## src/rtl/robot_motion_sequencer.sv

```systemverilog
// Turns one front/turn move command into timed motor phases (TURN, FWD, SETTLE) and tracks heading/stuck.
// Motors switch the cycle after acceptance; step_done marks the first IDLE cycle; cmd_ready is high only in IDLE.
module robot_motion_sequencer #(
    parameter int FWD_TICKS    = 4,
    parameter int TURN_TICKS   = 3,
    parameter int SETTLE_TICKS = 2,
    parameter int CNT_W        = 8
) (
    input  logic       clk,
    input  logic       rst_n,
    input  logic       cmd_valid,
    input  logic       cmd_front,
    input  logic       cmd_turn,
    output logic       cmd_ready,
    output logic       motor_l_en,
    output logic       motor_l_dir,
    output logic       motor_r_en,
    output logic       motor_r_dir,
    output logic       busy,
    output logic       step_done,
    output logic [1:0] heading,
    output logic       stuck
);

    typedef enum logic [1:0] {IDLE, TURN, FWD, SETTLE} state_t;

    localparam logic [CNT_W-1:0] FWD_LAST    = CNT_W'(FWD_TICKS - 1);
    localparam logic [CNT_W-1:0] TURN_LAST   = CNT_W'(TURN_TICKS - 1);
    localparam logic [CNT_W-1:0] SETTLE_LAST = CNT_W'(SETTLE_TICKS - 1);

    state_t           state_q, state_d;
    logic [CNT_W-1:0] counter_q, counter_d;
    logic [2:0]       turn_count_q, turn_count_d;
    logic [1:0]       heading_q, heading_d;
    logic             pending_fwd_q, pending_fwd_d;
    logic             l_en_d, l_dir_d, r_en_d, r_dir_d;
    logic             step_done_d, stuck_d;

    always_comb begin
        state_d       = state_q;
        counter_d     = counter_q + 1'b1;
        turn_count_d  = turn_count_q;
        heading_d     = heading_q;
        pending_fwd_d = pending_fwd_q;
        step_done_d   = 1'b0;

        case (state_q)
            IDLE: begin
                counter_d = '0;
                if (cmd_valid) begin
                    if (cmd_turn) begin
                        state_d       = TURN;
                        pending_fwd_d = cmd_front;
                    end else if (cmd_front) begin
                        state_d = FWD;
                    end else begin
                        step_done_d = 1'b1;
                    end
                end
            end
            TURN: begin
                if (counter_q == TURN_LAST) begin
                    state_d      = SETTLE;
                    counter_d    = '0;
                    heading_d    = heading_q + 2'd1;
                    turn_count_d = (turn_count_q == 3'd4) ? 3'd4 : turn_count_q + 3'd1;
                end
            end
            FWD: begin
                if (counter_q == FWD_LAST) begin
                    state_d      = SETTLE;
                    counter_d    = '0;
                    turn_count_d = '0;
                end
            end
            SETTLE: begin
                if (counter_q == SETTLE_LAST) begin
                    counter_d = '0;
                    if (pending_fwd_q) begin
                        pending_fwd_d = 1'b0;
                        state_d       = FWD;
                    end else begin
                        state_d     = IDLE;
                        step_done_d = 1'b1;
                    end
                end
            end
            default: state_d = IDLE;
        endcase

        // Motor outputs follow the next state so they register together with it.
        l_en_d  = 1'b0;
        r_en_d  = 1'b0;
        l_dir_d = motor_l_dir;
        r_dir_d = motor_r_dir;
        if (state_d == TURN) begin
            l_en_d  = 1'b1;
            r_en_d  = 1'b1;
            l_dir_d = 1'b0;
            r_dir_d = 1'b1;
        end else if (state_d == FWD) begin
            l_en_d  = 1'b1;
            r_en_d  = 1'b1;
            l_dir_d = 1'b1;
            r_dir_d = 1'b1;
        end

        stuck_d = (turn_count_d == 3'd4);
    end

    always_ff @(posedge clk or negedge rst_n) begin
        if (!rst_n) begin
            state_q       <= IDLE;
            counter_q     <= '0;
            turn_count_q  <= '0;
            heading_q     <= '0;
            pending_fwd_q <= 1'b0;
            busy          <= 1'b0;
            step_done     <= 1'b0;
            stuck         <= 1'b0;
            motor_l_en    <= 1'b0;
            motor_l_dir   <= 1'b0;
            motor_r_en    <= 1'b0;
            motor_r_dir   <= 1'b0;
        end else begin
            state_q       <= state_d;
            counter_q     <= counter_d;
            turn_count_q  <= turn_count_d;
            heading_q     <= heading_d;
            pending_fwd_q <= pending_fwd_d;
            busy          <= (state_d != IDLE);
            step_done     <= step_done_d;
            stuck         <= stuck_d;
            motor_l_en    <= l_en_d;
            motor_l_dir   <= l_dir_d;
            motor_r_en    <= r_en_d;
            motor_r_dir   <= r_dir_d;
        end
    end

    assign cmd_ready = (state_q == IDLE);
    assign heading   = heading_q;

endmodule

```

## config.mk

```make
export PLATFORM = sky130hd
export DESIGN_NAME = robot_motion_sequencer
export DESIGN_NICKNAME = d
export VERILOG_FILES = /design/src/rtl/robot_motion_sequencer.sv
export SDC_FILE = /design/constraint.sdc
export NUM_CORES = 1
export LEC_CHECK = 0
export ABC_AREA = 1
export BUFFER_PORTS_ARGS = -buffer_cell sky130_fd_sc_hd__buf_2
export CAP_MARGIN = 40
export CORE_ASPECT_RATIO = 1.4
export CORE_UTILIZATION = 51
export DETAILED_ROUTE_END_ITERATION = 8
export HOLD_SLACK_MARGIN = 0.15
export PLACE_DENSITY = 0.72
export SLEW_MARGIN = 20
export SYNTH_ARGS = -nofsm -noshare
export SYNTH_HDL_FRONTEND = slang
export SYNTH_SLANG_ARGS = --single-unit
```

## constraint.sdc

```tcl
create_clock -name clk -period 1.99 [get_ports clk]
set_clock_uncertainty 0.05 [all_clocks]
set_input_delay 0.199 -clock clk [delete_from_list [all_inputs] [get_ports clk]]
set_output_delay 0.199 -clock clk [all_outputs]
set_load 0.05 [all_outputs]
```

==> out/results.ini <==
[sta]
setup_viol_count_final = 0
grt_setup_unrepaired = yes
relSlewSlack = 0.682
period_share = 0.990
fmax_ghz = 0.508
finalHoldViolCount = 0
worst_pin_slew_ns = 0.477
drv_slew = 0
period_minus_slack_ns = 1.97
finalWorstSetupSlack_ns = 0.0196

[power]
total_power_mw = 2.61
ir_drop_mv = 1.24
p_leak_nw = 0.822
powerDensity_nw_per_um2 = 1570

[layout]
n_antenna_cell = 0
syn_to_final_growth_pct = 28.2
finalNetCount = 209
drive_gt1_frac = 0.337
final_cell_mix = dfrtp_1, nand2_1, nor2_1
final_common_cell = dfrtp_1
final_core_util = 0.694

[placement]
hpwl_mm = 1.87
port_buffers = 14
place_congestion = 0.804
post-place-ws_ns = -0.0346

[setup_path]
end_kind = flip-flop
startpoint = counter_q[0]
crit_end = motor_l_dir
reg2reg_slack_ns = 0.02
critPathRequiredTime_ns = 2.15
crit_chain = inv_1 -> ha_2 -> nand2_2 -> inv_2 -> nand2_4 -> nor2_4 -> nor2_1 -> nand2_1 -> a21oi_2 -> ha_4 -> buf_6 -> nor2_4 -> a21oi_2
critPathLaunchType = flip-flop
crit_fanout = 5
slowest_stage = dfrtp_1
r2r_start = counter_q[0]
cp.arrival_ns = 2.13
r2r-end = motor_l_dir
crit_type = reg2reg
worst_path_largest_cell_delay_ns = 0.44
reg2reg_depth = 13

[clock_network]
h-tree-depth = 1
cts.sinks = 22
cts_buffer_depth = 2
cts_tree = done
cts-root-buf = clkbuf_4
worstSkewPairLatency_ns = 0.31
numCtsBuffers = 3
clk_pin_slew_ns = 0.11

[grt]
grt_pass1_wl_mm = 3.97
overflow = 0
grt_antenna_before_repair = 0
grt_max_degree = 23
grt_pass1_vias = 1057
grt_use_total = 0.201

[synthesis]
synthesis.nets = 168
synth_warnings = 0
synth.distinct_cells = 27
ys_ff_latch = 22
netlist_area_um2 = 1290
yosysSeqAreaShare = 0.425
netlist_instances = 151
postSynthAreaPerCell_um2 = 8.58

[flow_run]
maxCapViolations = 0

[floorplanning]
start_util = 0.542
num_rows = 21
coreArea_um2 = 2390
die_h_um = 61.6
die_w_um = 44.6
ioPinCount = 15
dieArea_um2 = 2750

[detailed_routing]
drc = 0
drt_iter0_drc = 26
drtPass1Iterations = 4
drt_wl_total_mm = 2.68
avgViaCountPerCell = 4.99
ant_nets = 0
vias = 1117
wl_per_cell_um = 12.0

[hold_path]
min-delay-start = cmd_valid
hp-class = in2reg
min_path_cells = 4

[run_status]
outcome = finished clean

==> final cells by class <==
class / count / area, um2
Timing Repair Buffer: 37 / 259
Sequential cell: 22 / 551
Multi-Input combinational cell: 108 / 711
Clock buffer: 3 / 22.5
Tap cell: 34 / 42.5
Inverter: 20 / 75.1
Fill cell: 202 / 731
==> cell usage after synthesis, drive strengths merged <==
cell type / n / area (um2)
a21oi: 7 / 35.0
and2: 1 / 8.76
buf: 1 / 7.51
dfrtp: 22 / 551
ha: 12 / 150
inv: 20 / 75.1
nand2: 26 / 113
nand3: 12 / 65.1
nand3b: 2 / 15.0
nand4: 1 / 6.26
nor2: 28 / 128
nor3: 1 / 5.00
o211ai: 1 / 12.5
o21ai: 7 / 35.0
o21bai: 1 / 7.51
or2: 2 / 12.5
xnor2: 2 / 17.5
xor2: 5 / 51.3
==> critical path: cells and delay by family (launching register included) <==
family | cells | cell delay, ns
fa+ha+maj | 2 | 0.42
buf+inv | 3 | 0.23
compound gates | 2 | 0.27
flops | 1 | 0.44
simple gates | 6 | 0.46
==> metal layers <==
layer,GRT usage,vias up,share of wire
met2,0.384,27,0.54
met4,0.156,0,0.053
met5,0,-,0
li1,-,555,-
met1,0.190,521,0.38
met3,0.0205,14,0.031
==> state kept, by name (all words and copies together) (netlist names) <==
signal and count:
counter_q 8, turn_count_q 3, heading 2, state_q 2, busy 1, motor_l_dir 1, motor_r_dir 1, motor_r_en 1
pending_fwd_q 1, step_done 1, stuck 1
==> worst min-delay path by stage <==
stage               slack [ns]              end
floorplan                -0.15             busy
global placement          0.13            stuck
detailed placement        0.13  turn_count_q[0]
CTS                       0.24       state_q[1]
global route              0.24       state_q[1]
finish                    0.24       state_q[0]
==> where the power goes <==
part           internal (mW)  switching [mW]  leakage, nW
Combinational          0.703            1.04        0.526
Clock                 0.0709           0.126       0.0138
Sequential             0.571          0.0955        0.283
==> logic make-up after synthesis <==
group	synth area share
flip-flops	0.425
buffers and inverters	0.0638
AND/OR/NAND/NOR	0.272
XOR/XNOR	0.0531
adder cells (fa/ha/maj)	0.116
AO/OA/AOI/OAI	0.0696
==> per-stage QoR <==
stage | cell area, um2 | hold WS (ns) | setup TNS (ns) | cells
after floorplan | 1290 | -0.147 | 0 | 151
final | 1660 | 0.241 | 0 | 224
after CTS | 1590 | 0.243 | 0 | 220
after global routing | 1660 | 0.245 | -0.217 | 224
after global placement | 1490 | 0.132 | 0 | 210
after detailed placement | 1490 | 0.134 | -0.0346 | 210
==> timing repair <==
action                                 in CTS  in global routing
gates cloned                                0                  0
pin swaps                                   3                  8
hold buffers                                5                  0
buffers inserted                            2                  4
setup endpoints to repair                   1                  3
endpoints found under the hold margin      24                  0
gates resized for setup                     3                 13
No activity file was read; power rests on OpenSTA's default activity.
